===== config.mk =====
export PLATFORM = sky130hd
export DESIGN_NAME = ins_cache_ctrl
export DESIGN_NICKNAME = d
export VERILOG_FILES = /design/src/rtl/ins_cache_ctrl.sv
export SDC_FILE = /design/constraint.sdc
export NUM_CORES = 1
export LEC_CHECK = 0
export CORE_ASPECT_RATIO = 1.25
export CORE_MARGIN = 1
export CORE_UTILIZATION = 41
export DETAILED_ROUTE_END_ITERATION = 7
export GPL_TIMING_DRIVEN = 0
export PLACE_DENSITY = 0.62
export SETUP_SLACK_MARGIN = 0.4
export SLEW_MARGIN = 10
export SYNTH_ARGS = -nofsm -noshare
export SYNTH_HDL_FRONTEND = slang
export SYNTH_SLANG_ARGS = --single-unit

===== constraint.sdc =====
create_clock -name clock -period 27.8 [get_ports clock]
set_input_delay 4.17 -clock clock [delete_from_list [all_inputs] [get_ports clock]]
set_output_delay 4.17 -clock clock [all_outputs]
set_load 0.03 [all_outputs]

===== src/rtl/ins_cache_ctrl.sv =====
`default_nettype none
// ============================================================================
// Module      : ins_cache_ctrl
// Description : Direct-mapped, read-only instruction cache. Zero-wait hits,
//               stalls the pipeline while a 128-bit block is fetched over the
//               instruction-memory read interface.
//               Optional hit/miss counters: define ICACHE_STATS_EN.
// Revision    : 1.0 - initial release
// ============================================================================
module ins_cache_ctrl #(
    parameter int INDEX_W = 3,
    parameter int TAG_W   = 28 - INDEX_W
) (
    input  logic         clock,
    input  logic         reset,
    input  logic         cpu_read,
    input  logic [31:0]  cpu_address,
    output logic [31:0]  cpu_instr,
    output logic         cpu_busywait,
    output logic         mem_read,
    output logic [27:0]  mem_address,
    input  logic [127:0] mem_readdata,
    input  logic         mem_busywait,
    output logic [31:0]  hit_count,
    output logic [31:0]  miss_count
);

    localparam int NUM_BLOCKS = 2 ** INDEX_W;

    typedef enum logic [1:0] {
        S_IDLE     = 2'd0,
        S_MEM_READ = 2'd1,
        S_UPDATE   = 2'd2
    } state_t;

    state_t                 r_state;
    logic [127:0]           r_data  [NUM_BLOCKS];
    logic [TAG_W-1:0]       r_tag   [NUM_BLOCKS];
    logic [NUM_BLOCKS-1:0]  r_valid;
    logic                   r_mem_read;
    logic [27:0]            r_mem_address;
    logic [31:0]            r_last_instr;

    logic [INDEX_W-1:0]     w_idx;
    logic [TAG_W-1:0]       w_tag;
    logic [1:0]             w_word;
    logic                   w_hit;
    logic                   w_idle_hit;
    logic [31:0]            w_hit_word;
    logic                   w_start_fill;
    logic                   w_fill_done;
    logic [INDEX_W-1:0]     w_fill_idx;
    logic [TAG_W-1:0]       w_fill_tag;
    logic                   w_unused;

    // Address field split; byte offset bits are never used by a word fetch.
    assign w_word   = cpu_address[3:2];
    assign w_idx    = cpu_address[3+INDEX_W:4];
    assign w_tag    = cpu_address[31:4+INDEX_W];
    assign w_unused = &{1'b0, cpu_address[1:0]};

    assign w_hit      = cpu_read & r_valid[w_idx] & (r_tag[w_idx] == w_tag);
    assign w_idle_hit = (r_state == S_IDLE) & w_hit;
    assign w_hit_word = r_data[w_idx][{w_word, 5'b00000} +: 32];

    // A miss may only start a fill once any stale memory activity has drained.
    assign w_start_fill = (r_state == S_IDLE) & cpu_read & ~w_hit & ~mem_busywait;
    // The block address latched at miss time selects the line being filled.
    assign w_fill_done  = (r_state == S_MEM_READ) & ~mem_busywait;
    assign w_fill_idx   = r_mem_address[INDEX_W-1:0];
    assign w_fill_tag   = r_mem_address[27:INDEX_W];

    assign cpu_busywait = (r_state != S_IDLE) | (cpu_read & ~w_hit);
    assign cpu_instr    = w_idle_hit ? w_hit_word : r_last_instr;
    assign mem_read     = r_mem_read;
    assign mem_address  = r_mem_address;

    // Controller FSM: line valid bits, memory request and last delivered word.
    always_ff @(posedge clock) begin
        if (reset) begin
            r_state       <= S_IDLE;
            r_valid       <= '0;
            r_mem_read    <= 1'b0;
            r_mem_address <= '0;
            r_last_instr  <= '0;
        end else begin
            case (r_state)
                S_IDLE: begin
                    if (w_idle_hit) begin
                        r_last_instr <= w_hit_word;
                    end else if (w_start_fill) begin
                        r_state       <= S_MEM_READ;
                        r_mem_read    <= 1'b1;
                        r_mem_address <= cpu_address[31:4];
                    end
                end
                S_MEM_READ: begin
                    if (!mem_busywait) begin
                        r_state             <= S_UPDATE;
                        r_mem_read          <= 1'b0;
                        r_valid[w_fill_idx] <= 1'b1;
                    end
                end
                S_UPDATE: begin
                    r_state <= S_IDLE;
                end
                default: begin
                    r_state    <= S_IDLE;
                    r_mem_read <= 1'b0;
                end
            endcase
        end
    end

    // Line payload and tag install; no reset needed since valid gates their use.
    always_ff @(posedge clock) begin
        if (w_fill_done) begin
            r_data[w_fill_idx] <= mem_readdata;
            r_tag[w_fill_idx]  <= w_fill_tag;
        end
    end

`ifdef ICACHE_STATS_EN
    logic [31:0] r_hit_count;
    logic [31:0] r_miss_count;

    // Performance counters: one hit per serviced IDLE cycle, one miss per fill start.
    always_ff @(posedge clock) begin
        if (reset) begin
            r_hit_count  <= '0;
            r_miss_count <= '0;
        end else begin
            if (w_idle_hit)   r_hit_count  <= r_hit_count + 32'd1;
            if (w_start_fill) r_miss_count <= r_miss_count + 32'd1;
        end
    end

    assign hit_count  = r_hit_count;
    assign miss_count = r_miss_count;
`else
    assign hit_count  = 32'h0;
    assign miss_count = 32'h0;
`endif

endmodule
`default_nettype wire

* After elaboration in Yosys (flattened, before gate mapping) *
Memories as Yosys holds them, arrays and structs flattened.
Index checks and enable logic that the tools add are counted.

word-level totals
  register bits after elaboration = 71
  memory bits (writable) = 1224
  input port bits = 164
  output and inout bits = 126
  word-level logic and storage cells = 53
  memories kept = 2

memories
  name    words  width  read ports  clocked after Yosys merged registers in  write ports  RTL line  RTL
  r_data  8      128    1           0                                        1            37        logic [127:0] r_data [NUM_BLOCKS];
  r_tag   8      25     1           0                                        1            38        logic [TAG_W-1:0] r_tag [NUM_BLOCKS];

cells by class
  $lt $le $gt $ge = 3
  equality and inequality tests = 6
  shifts and indexed selects = 1
  muxes and demuxes = 15
  bitwise gates (word level) = 14
  reductions and logical operators = 7

operators by type and width
  operator                                                                              number
  128-bit by 8-bit indexed part select with 32-bit output                               1
  32-bit two-way mux                                                                    1
  25-bit equality test                                                                  1
  1-bit bitwise AND                                                                     8
  3-bit by 4-bit less-than comparator with 1-bit output (second input constant)         2
  8-bit OR                                                                              1
  1-bit two-way mux                                                                     7
  2-bit two-way mux                                                                     3
  2-bit inequality test (second input constant)                                         3
  3-bit AND reduction                                                                   2
  1-bit NOT                                                                             4
  2-bit one-hot mux with 2 select lines                                                 1
  4-bit AND reduction                                                                   1
  1-bit binary-select mux with 3-bit select                                             1
  1-bit demux with 3-bit select                                                         1
  3-bit by 1-bit greater-or-equal comparator with 1-bit output (second input constant)  1
  1-bit one-hot mux with 3 select lines                                                 1
  2-bit by 1-bit equality test with 1-bit output (second input constant)                1
  2-bit equality test (second input constant)                                           1
  2-bit zero test                                                                       1
  2-bit AND reduction                                                                   1
  2-bit nonzero test                                                                    1
  1-bit logical AND                                                                     1
  1-bit OR                                                                              1

* Depth between registers and ports, before layout *
  depth after elaboration = 10
  depth in mapped cells = 14
  depth with buffers taken out = 8

* Worst setup path after synthesis *
No wires, ideal clock.

  kind = in2reg
  from = input port mem_busywait
  to = memory r_data[1][0], enable pin
  arrival = 14954 ps
  required time = 26945 ps
  path slack = 11991 ps
  cell stages on the path = 3
  path buffers = 0
  cells stage by stage = nor3b_1 nand2_1 nor3_1

between the ends
  cells in the longest elaborated chain, start to end = 4

ends and longest elaborated chain
  what                                     RTL line  RTL
  from (decl)                              23        input logic mem_busywait,
  1-bit NOT                                69        assign w_fill_done = (r_state == S_MEM_READ) & ~mem_busywait;
  1-bit bitwise AND                        69
  1-bit two-way mux                        117       if (w_fill_done) begin
  1-bit two-way mux (not written as such)  118       r_data[w_fill_idx] <= mem_readdata;
  to (decl)                                37

No other way between the ends.

* Worst setup path in the final report *
  from = input port cpu_address[5]
  to = output port cpu_instr[17]

between the ends
  cells in the longest elaborated chain, start to end = 6
  elaborated cells between the ends (all ways) = 10
  classes of those cells = eq/ne (1); shift (1); mux (3); bitwise (3); memory (2)

ends and longest elaborated chain
  what                                                             RTL line  RTL
  from (decl)                                                      17        input logic [31:0] cpu_address,
  branches (longest 5 deep; another with memory read 8 x 128 bit)  n/a
  32-bit two-way mux (*)                                           n/a
  to (decl)                                                        18        output logic [31:0] cpu_instr,

Mark *: on every way between the ends. The select of a mux whose other input is x is not followed.

==> results.toml <==
[status]
status = "finished with violations"
violations = "design-rule violations"

[yosys]
yosys_register_bits = 1295
synth-edff-count = 1224
syn-cell-area_um2 = 50200
synthFlopType = "edfxtp_1"
syn_area_per_cell_um2 = 22.7
ys_seq_area_share_pct = 76.1
ys_async_sr_fraction_pct = 0
netlist_instances = 2205
synth.distinct_cells = 49
ys_warn_count = 0

[worst_setup_path]
timing.critical_path.required_ns = 23.63
crit_type = "input port to output port"
worstPathCellList = "buf_4 -> buf_6 -> buf_6 -> buf_2 -> clkbuf_1 -> clkbuf_1 -> mux4_2 -> mux4_2 -> mux2_2 -> mux2_2 -> clkdlybuf4s50_1"
worst_ep_arrival_time_ns = 8.96
path_max_fanout = 10
cp_num_buf_inv = 7
path_delay_family = "buffers and inverters"
end_kind = "output port"
critPathLaunchType = "input port"
cpPeakStageDelay_ns = 0.76
cp_slowest_cell = "clkbuf_1"

[clocking]
cts.sinks = 1295
ctsHoldBuffers = 0
clk_latency_ns = 0.75
clk_pin_slew_ns = 0.06
cts_tree = "done"
root_buffer = "clkbuf_16"
cts_setup_buffers = 0
cts_inserted_buffers = 132
cts-resized-gates = 0
htreeDepth = 4
clock_path_buffers = 3

[cells_and_area]
final_core_util_pct = 49.8
nNetsFinal = 2885
stdcell_count = 4429
drive_gt1_share_pct = 30.1
syn_to_final_growth_pct = 20.7

[timing]
fin_crit_sh_pct = 47.2
drv_slew = 0
hold_viol_final = 0
fin_tns_setup_ns = 0
setup_violations = 0
worst_slew_pin_slew_ns = 1.29
fin_skew_ns = 0.0304
max_freq_mhz = 76.2
rsz0062_at_grt = "no"
hold_slack_ns = 0.476
timing.final.crit_period_ns = 13.13
maxSlewHeadroom_pct = 13.9

[route]
post-route-drc-count = 132
postRouteWirelength_um = 125000
dr.pass1.iters = 7
ant_nets = 0
drtIter0Drc = 2550
wl_per_cell_um = 28.2
via_count = 24400
drt-vias-per-instance = 5.50

[power]
p_seq_share_pct = 52.2
swShare_pct = 21.0
power_density_nw_per_um2 = 68.0
max-vdd-ir-drop_mv = 0.0694
power.leakage_nw = 19.8
clockPowerShare_pct = 42.1
switchingPower_w = 0.000866
p_comb_share_pct = 5.7
power_w = 0.00412
p_int_w = 0.00325

[grt]
grt_usage_pct = 20.5
antenna_found_initial = 37
grt_max_degree = 22
grt_pass1_wl_um = 179000
grt_overflow = 0
grt_pass1_vias = 25200

[placed_design]
gp_congestion = 0.749
placed_cells = 4182
place_hpwl_um = 85000
portBuffers = 217

[job]
drv_cap = 0

[floorplan]
start_util_pct = 41.3
die_area_um2 = 124000
core-area_um2 = 121000
die_y_um = 393
io_pins = 290
die_x_um = 315
rows = 143

[worst_hold_path]
worstHoldPathType = "flop to flop"
[flip-flops by register name, summed over array words and instances (netlist names)]
signal,flops
r_data,1024
r_tag,200
r_last_instr,32
mem_address,28
r_valid,8
r_state,2
mem_read,1
[logic make-up after synthesis]
family	Yosys count	synth area share, %
XOR/XNOR	11	0.192
AO/OA/AOI/OAI	47	0.676
buffers and inverters	176	2.15
flip-flops	1295	76.1
other	1	0.00748
multiplexers	503	18.8
AND/OR/NAND/NOR	172	2.04
[cells in the mapped netlist, types with 2 or more instances]
cell,count,share of area (%)
edfxtp_1,1224,73
and3b_1,2,0.035
buf_2,28,0.28
nand3b_1,3,0.045
o22ai_1,6,0.075
dfxtp_1,71,2.8
nor2b_1,38,0.47
a21oi_1,4,0.040
xor2_1,6,0.10
mux2i_1,82,1.6
clkbuf_1,43,0.32
nand2_1,10,0.075
o211ai_1,2,0.030
nor2_1,26,0.19
a22o_1,9,0.16
a21bo_2,2,0.040
o21ai_0,6,0.060
and3_1,5,0.062
mux2_2,76,1.7
xnor2_1,5,0.087
nand4_1,3,0.037
nand4b_1,3,0.052
inv_1,2,0.015
buf_1,15,0.11
and2_1,2,0.025
or3_1,3,0.037
nor3_1,7,0.070
buf_6,12,0.27
mux4_2,344,15
nand2b_1,62,0.77
a22oi_1,12,0.18
buf_4,75,1.1
[power groups by stage]
stage,Sequential (W),Clock (W),Combinational [W]
after floorplan,0.00220,0,0.000130
after global placement,0.00220,0,0.000226
after detailed placement,0.00219,0,0.000236
after CTS,0.00215,0.00177,0.000237
after global routing,0.00215,0.00184,0.000247
final,0.00215,0.00173,0.000233
[final cells by class]
class	count	area (µm²)
Fill cell	9665	61000
Timing Repair Buffer	319	3800
Clock inverter	69	584
Inverter	2	7.51
Antenna cell	8	20.0
Sequential cell	1295	38200
Multi-Input combinational cell	797	11200
Clock buffer	170	3670
Tap cell	1595	2000
Buffer	174	1070
[routing by layer]
layer	part of all wire, %	global-route usage (%)	wire length [µm]
met5	0.18	0	227
met4	2.2	6.40	2800
met3	8.0	5.28	10000
met2	50	34.1	63000
met1	39	26.2	49000
[per-stage QoR]
stage	setup slack (ns)	instance area (µm²)
6_report	14.67	60500
5_1_grt	14.59	60500
4_1_cts	14.59	60500
3_5_place_dp	14.60	56200
3_3_place_gp	-1.44	54600
2_1_floorplan	11.99	50400
[worst min-delay path, stage by stage, from the launching register on]
cell and delay (ns):
dfxtp_1 0.33, nor2_1 0.05, nor2_1 0.07
[final timing paths]
kind                        from  slack (ns)  depth (start not counted)               end
setup reg to reg     r_tag[7][7]       24.45                         10  r_last_instr[17]
hold reg to reg       r_valid[2]        0.48                          2        r_valid[2]
hold / removal        r_valid[2]        0.48                          2        r_valid[2]
setup / recovery  cpu_address[5]       14.67                         11     cpu_instr[17]
[cell usage in the layout, fill, tap and decap left out, drive strengths merged, types with 2 or more instances in the layout]
cell and count:
nand3b 3, clkinv 52, bufinv 7, dfxtp 71, diode 8, o211ai 2, a22oi 12, xnor2 5
mux2 77, and2 2, clkinvlp 5, buf 232, and3b 2, or3 3, a22o 9, xor2 6
nand2b 62, clkdlybuf4s50 217, mux4 344, inv 7, nor2b 39, nand4b 3, o21ai 6, conb 64
edfxtp 1224, nor2 27, a21bo 2, clkbuf 214, nand4 3, a21oi 4, o22ai 6, and3 5
nand2 10, nor3 7, mux2i 82
Power figures use the tool's default switching activity.
